### src/rtl/rbit_pkg.sv
// Shared constants, FSM state type and the Galois LFSR step for the random-bit source.
package rbit_pkg;

  localparam int unsigned RBIT_LFSR_W = 16;
  localparam logic [RBIT_LFSR_W-1:0] RBIT_TAPS = 16'hB400;
  localparam logic [RBIT_LFSR_W-1:0] RBIT_DEFAULT_SEED = 16'hACE1;
  localparam int unsigned RBIT_DIV_W = 8;

  typedef enum logic [1:0] {
    IDLE,
    SEED,
    RUN,
    HOLD
  } state_e;

  // Returns {next_lfsr, emitted_bit}; the emitted bit is the one shifted out of bit 0.
  function automatic logic [RBIT_LFSR_W:0] lfsr_step(
    input logic [RBIT_LFSR_W-1:0] s,
    input logic [RBIT_LFSR_W-1:0] taps
  );
    return {(s >> 1) ^ (s[0] ? taps : '0), s[0]};
  endfunction

endpackage

### src/rtl/lfsr_core.sv
// Galois LFSR register with serial seed load, step and default-reload controls.
module lfsr_core
  import rbit_pkg::*;
#(
  parameter int unsigned       LFSR_W       = RBIT_LFSR_W,
  parameter logic [LFSR_W-1:0] TAPS         = RBIT_TAPS,
  parameter logic [LFSR_W-1:0] DEFAULT_SEED = RBIT_DEFAULT_SEED
) (
  input  logic clk_i,
  input  logic rst_n_i,
  input  logic load_serial_i,
  input  logic seed_bit_i,
  input  logic step_i,
  input  logic reload_default_i,
  output logic bit_o,
  output logic zero_o
);

  logic [LFSR_W-1:0] lfsr_q, lfsr_d;
  logic [LFSR_W:0]   step_res;

  always_comb begin
    step_res = lfsr_step(lfsr_q, TAPS);
    lfsr_d   = lfsr_q;
    if (reload_default_i) begin
      lfsr_d = DEFAULT_SEED;
    end else if (load_serial_i) begin
      lfsr_d = {seed_bit_i, lfsr_q[LFSR_W-1:1]};
    end else if (step_i) begin
      lfsr_d = step_res[LFSR_W:1];
    end
  end

  always_ff @(posedge clk_i) begin
    if (!rst_n_i) begin
      lfsr_q <= DEFAULT_SEED;
    end else begin
      lfsr_q <= lfsr_d;
    end
  end

  assign bit_o  = step_res[0];
  assign zero_o = (lfsr_q == '0);

endmodule

### src/rtl/rbit_source.sv
// Serial random-bit source: prescaled Galois LFSR, serial seed load, valid/ready output.
// Optional Von Neumann debiasing of raw LFSR pairs when RBIT_VON_NEUMANN_EN is defined.
module rbit_source
  import rbit_pkg::*;
#(
  parameter int unsigned       LFSR_W       = RBIT_LFSR_W,
  parameter logic [LFSR_W-1:0] TAPS         = RBIT_TAPS,
  parameter logic [LFSR_W-1:0] DEFAULT_SEED = RBIT_DEFAULT_SEED,
  parameter int unsigned       DIV_W        = RBIT_DIV_W
) (
  input  logic             clk,
  input  logic             rst_n,
  input  logic             en,
  input  logic [DIV_W-1:0] div,
  input  logic             seed_we,
  input  logic             seed_bit,
  output logic             rbit,
  output logic             rbit_valid,
  input  logic             rbit_ready,
  output logic             lockup
);

  state_e           state_q, state_d;
  logic [DIV_W-1:0] cnt_q, cnt_d;
  logic             rbit_q, rbit_d;
  logic             valid_q, valid_d;
  logic             lockup_q, lockup_d;

  logic load_serial, step, reload;
  logic raw_bit, lfsr_zero;
  logic tick, xfer, emit, out_bit;

  lfsr_core #(
    .LFSR_W      (LFSR_W),
    .TAPS        (TAPS),
    .DEFAULT_SEED(DEFAULT_SEED)
  ) u_core (
    .clk_i           (clk),
    .rst_n_i         (rst_n),
    .load_serial_i   (load_serial),
    .seed_bit_i      (seed_bit),
    .step_i          (step),
    .reload_default_i(reload),
    .bit_o           (raw_bit),
    .zero_o          (lfsr_zero)
  );

  assign tick = (cnt_q == div);
  assign xfer = valid_q && rbit_ready;

`ifdef RBIT_VON_NEUMANN_EN
  logic pair_q, pair_d;
  logic first_q, first_d;

  // A step only produces output on the second bit of an unequal pair; the first bit is emitted.
  assign emit    = pair_q && (first_q != raw_bit);
  assign out_bit = first_q;

  always_comb begin
    pair_d  = pair_q;
    first_d = first_q;
    if (seed_we || !en || reload) begin
      pair_d = 1'b0;
    end else if (step) begin
      if (!pair_q) begin
        pair_d  = 1'b1;
        first_d = raw_bit;
      end else begin
        pair_d = 1'b0;
      end
    end
  end

  always_ff @(posedge clk) begin
    if (!rst_n) begin
      pair_q  <= 1'b0;
      first_q <= 1'b0;
    end else begin
      pair_q  <= pair_d;
      first_q <= first_d;
    end
  end
`else
  assign emit    = 1'b1;
  assign out_bit = raw_bit;
`endif

  always_comb begin
    state_d     = state_q;
    cnt_d       = cnt_q;
    rbit_d      = rbit_q;
    valid_d     = valid_q;
    lockup_d    = 1'b0;
    load_serial = 1'b0;
    step        = 1'b0;
    reload      = 1'b0;

    if (seed_we) begin
      state_d     = SEED;
      load_serial = 1'b1;
      valid_d     = 1'b0;
      cnt_d       = '0;
    end else if (state_q == SEED) begin
      state_d = en ? RUN : IDLE;
      cnt_d   = '0;
      valid_d = 1'b0;
      if (lfsr_zero) begin
        reload   = 1'b1;
        lockup_d = 1'b1;
      end
    end else if (!en) begin
      state_d = IDLE;
      valid_d = 1'b0;
      cnt_d   = '0;
    end else begin
      case (state_q)
        IDLE: begin
          state_d = RUN;
          cnt_d   = '0;
        end
        RUN: begin
          if (lfsr_zero) begin
            reload   = 1'b1;
            lockup_d = 1'b1;
            cnt_d    = '0;
            if (xfer) valid_d = 1'b0;
          end else if (tick) begin
            // Park the step rather than overwrite a bit the consumer has not taken.
            if (emit && valid_q && !rbit_ready) begin
              state_d = HOLD;
            end else begin
              step  = 1'b1;
              cnt_d = '0;
            end
          end else begin
            cnt_d = cnt_q + 1'b1;
            if (xfer) valid_d = 1'b0;
          end
        end
        HOLD: begin
          if (lfsr_zero) begin
            reload   = 1'b1;
            lockup_d = 1'b1;
            cnt_d    = '0;
            state_d  = RUN;
            if (xfer) valid_d = 1'b0;
          end else if (xfer) begin
            step    = 1'b1;
            cnt_d   = '0;
            state_d = RUN;
          end else begin
            cnt_d = div;
          end
        end
        default: state_d = IDLE;
      endcase
    end

    if (step) begin
      if (emit) begin
        rbit_d  = out_bit;
        valid_d = 1'b1;
      end else if (xfer) begin
        valid_d = 1'b0;
      end
    end
  end

  always_ff @(posedge clk) begin
    if (!rst_n) begin
      state_q  <= IDLE;
      cnt_q    <= '0;
      rbit_q   <= 1'b0;
      valid_q  <= 1'b0;
      lockup_q <= 1'b0;
    end else begin
      state_q  <= state_d;
      cnt_q    <= cnt_d;
      rbit_q   <= rbit_d;
      valid_q  <= valid_d;
      lockup_q <= lockup_d;
    end
  end

  assign rbit       = rbit_q;
  assign rbit_valid = valid_q;
  assign lockup     = lockup_q;

endmodule

### config.mk
export PLATFORM = sky130hd
export DESIGN_NAME = rbit_source
export DESIGN_NICKNAME = d
export VERILOG_FILES = /design/src/rtl/rbit_pkg.sv /design/src/rtl/lfsr_core.sv /design/src/rtl/rbit_source.sv
export SDC_FILE = /design/constraint.sdc
export NUM_CORES = 1
export LEC_CHECK = 0
export ABC_AREA = 1
export ABC_CLOCK_PERIOD_IN_PS = 1450
export CAP_MARGIN = 20
export CORE_AREA = 2 2 61 63
export DETAILED_ROUTE_END_ITERATION = 10
export DIE_AREA = 0 0 63 65
export DONT_BUFFER_PORTS = 1
export PLACE_DENSITY_LB_ADDON = 0.1
export SYNTH_ARGS = -nofsm -noshare
export SYNTH_HDL_FRONTEND = slang
export SYNTH_SLANG_ARGS = --single-unit
export TNS_END_PERCENT = 20
### constraint.sdc
create_clock -name clk -period 1.45 [get_ports clk]
set_input_delay 0.29 -clock clk [delete_from_list [all_inputs] [get_ports clk]]
set_output_delay 0.29 -clock clk [all_outputs]
set_load 0.02 [all_outputs]
==> results.toml <==
[power]
leakage_nw = 0.9774
ir_worst_vdd_mv = 0.4918
power_density_nw_per_um2 = 858.3

[finish]
num_antenna_cells = 0
area_delta_synth_final_pct = 32.42
drive_gt1_share_pct = 30.95
utilization_pct = 62.42
final_nets = 308
postLayoutCellArea_um2 = 2182

[worst_setup_path]
critPathKind = "flop to flop"
required_ns = 1.68
r2r_end = "u_core.lfsr_q[3]$_SDFFE_PP0P_"
r2r-start = "u_core.lfsr_q[14]$_SDFFE_PP0P_"
critPathArrivalTime_ns = 1.71
r2r_slack_ns = -0.03
reg2reg_depth = 10
end_kind = "flop"
worstSetupStartpointType = "flop"
crit_fanout = 7

[clock_network]
hold_buffers = 0
root_buffer = "clkbuf_4"
htreeDepth = 2
clock-sinks = 29
clock_latency_ns = 0.33
cts_buffers = 5
tritoncts = "built"
clk_pin_slew_worst_paths_ns = 0.10
cts.path.max_buffers = 2

[sta]
fin_ws_ns = -0.03108
fin_tns_setup_ns = -0.2236
rsz0062_at_grt = "true"
slew_headroom_pct = 82.85
worstMarginPinSlew_ns = 0.2566
fin_skew_ns = 0.006961
setup_violations = 17
period_share_pct = 102.1
finalCriticalPeriod_ns = 1.481
slew_viol_final = 0
max_freq_mhz = 675.2
hold_ws_ns = 0.05973
hold_viol_final = 0

[yosys]
ys_ff_latch = 29
synth.net_count = 264
synth_cell_types = 25
ys_seq_area_share_pct = 35.23
syn_area_um2 = 1648
yosys_warnings = 0
syn-instance-count = 249
avgSynthCellArea_um2 = 6.618

[floorplan]
dieArea_um2 = 4095
core_area_um2 = 3496
fp.dieW_um = 63
rows = 22
fp.dieH_um = 65
io_pins = 17
initial_core_util_pct = 47.14

[routing]
vias_per_cell = 4.851
drc_errors = 0
drt_iter0_markers = 59
wire_per_inst_um = 11.39
vias = 1659
ant_nets = 0
drt_first_pass_iters = 4
drt_wl_total_um = 3894

[grt]
grt_first_pass_wirelength_um = 6734
antenna_found_initial = 0
grt_pass1_vias = 1615
grt_max_degree = 17
grt-ovfl-total = 0
grt_use_total_pct = 20.77

[min_path]
holdPathStages = 2
hold_class = "input pin to flop"
hold_end = "rbit_valid$_SDFFE_PN0P_"
hp-start = "rst_n"

[place]
post-dp-hpwl_um = 2691
place_area_um2 = 1933
gp_congestion = 0.8381
portBuffers = 0

[run_status]
status = "finished with violations"
violations = "setup timing"

[run]
maxCapViolCount = 0
[power breakdown]
group | total [mW] | internal (mW) | switching (mW) | leakage, nW
clock | 0.719 | 0.410 | 0.309 | 0.0445
sequential | 0.860 | 0.836 | 0.0244 | 0.242
combinational | 0.294 | 0.130 | 0.164 | 0.691
total | 1.87 | 1.38 | 0.498 | 0.977
[kinds of logic after synthesis]
group | share of synthesized area (%)
adder cells (fa/ha/maj) | 0.7592
XOR/XNOR | 5.846
AO/OA/AOI/OAI | 8.580
AND/OR/NAND/NOR | 40.39
flip-flops | 35.23
buffers and inverters | 9.187
[metrics by stage]
step	setup slack, ns	instances	total power [mW]
after global routing	-0.1556	342	1.961
final	-0.03108	342	1.873
after floorplan	0.007763	249	1.045
after CTS	-0.02331	342	1.871
after detailed placement	-0.09169	328	1.136
after global placement	-0.07772	328	1.137
[placed cells by master, fill, tap and decap left out]
cell type,n
nand2_1,59
nor2_1,36
buf_4,35
inv_1,26
dfxtp_1,20
nand3_1,14
nor2_2,12
nand4_1,9
a21oi_1,9
o21ai_1,8
dfxtp_2,8
nand2_2,7
xor2_1,6
xnor2_1,5
o22ai_1,5
clkbuf_4,5
nor2_4,3
nor3_1,3
nand2_8,3
inv_2,2
nand2_4,2
o21ai_0,2
o21ai_2,2
buf_6,2
nand4_2,1
nand3_2,1
a21oi_2,1
inv_12,1
inv_4,1
ha_1,1
clkbuf_8,1
bufinv_16,1
clkinvlp_4,1
inv_6,1
dfxtp_4,1
[Yosys cell counts]
master / count / share of area [%]
o21ai_0: 8 / 2.4
nand2_8: 1 / 1.2
ha_1: 1 / 0.76
o21ai_1: 4 / 1.2
o22ai_1: 5 / 1.9
nand4_1: 9 / 3.4
nand2_4: 1 / 0.68
nor2_2: 6 / 2.3
a21oi_1: 10 / 3.0
nor2_1: 44 / 10
nand3_1: 15 / 4.6
xnor2_1: 5 / 2.7
buf_6: 1 / 0.68
inv_8: 1 / 0.68
inv_1: 26 / 5.9
nor2_4: 1 / 0.68
inv_2: 3 / 0.68
nand2_1: 63 / 14
buf_2: 1 / 0.30
nand4_2: 1 / 0.76
dfxtp_1: 29 / 35
nand2_2: 4 / 1.5
nor3_1: 3 / 0.91
xor2_1: 6 / 3.2
buf_8: 1 / 0.91
[metal layers]
layer / vias to the layer above / GRT usage, % / share of wire [%]
met5: - / 0 / 0
met4: 0 / 8.333 / 1.5
met3: 7 / 5.035 / 3.6
met2: 29 / 37.63 / 51
met1: 735 / 23.31 / 44
li1: 888 / - / -
[worst max path at each step]
| stage | from | to | slack (ns) |
|---|---|---|---|
| global route | u_core.lfsr_q[14]$_SDFFE_PP0P_ | u_core.lfsr_q[9]$_SDFFE_PP0P_ | -0.16 |
| floorplan | cnt_q[6]$_SDFFE_PP0P_ | u_core.lfsr_q[12]$_SDFFE_PP0P_ | 0.008 |
| detailed placement | cnt_q[1]$_SDFFE_PP0P_ | u_core.lfsr_q[2]$_SDFFE_PP0P_ | -0.09 |
| finish | u_core.lfsr_q[14]$_SDFFE_PP0P_ | u_core.lfsr_q[3]$_SDFFE_PP0P_ | -0.03 |
| CTS | cnt_q[2]$_SDFFE_PP0P_ | u_core.lfsr_q[11]$_SDFFE_PP1P_ | -0.02 |
| global placement | cnt_q[1]$_SDFFE_PP0P_ | u_core.lfsr_q[2]$_SDFFE_PP0P_ | -0.08 |
[flip-flops by register name, indices dropped and copies added, names as in the netlist]
| name | count |
|---|---|
| lockup | 1 |
| cnt_q | 8 |
| state_q | 2 |
| rbit | 1 |
| u_core.lfsr_q | 16 |
| rbit_valid | 1 |
[critical path: stages, from the launching register on]
cell and delay, ns:
dfxtp_2 0.34, nor2_2 0.10, nand2_1 0.07, nor2_2 0.11
nand2_2 0.12, nand4_1 0.14, nand2_4 0.09, nand2_8 0.11
nand2_4 0.10, o21ai_1 0.13, nor2_1 0.06
[layout make-up]
cell class              instances  area, µm²
clock buffers                   6      51.30
clock inverters                 2      37.54
fillers                       345       1314
inverters                      30      127.6
multi-input cells             189       1017
flip-flops and latches         29      594.3
well taps                      48      60.06
repair buffers                 37      285.3
repair inverters                1      8.758
[what timing repair did]
item / CTS / global route
pin swaps: 16 / 8
setup buffers: 3 / 0
gates cloned: 3 / 0
resized for setup: 20 / 20
setup endpoints to repair: 26 / 27
No activity file was read; power rests on OpenSTA's default activity.
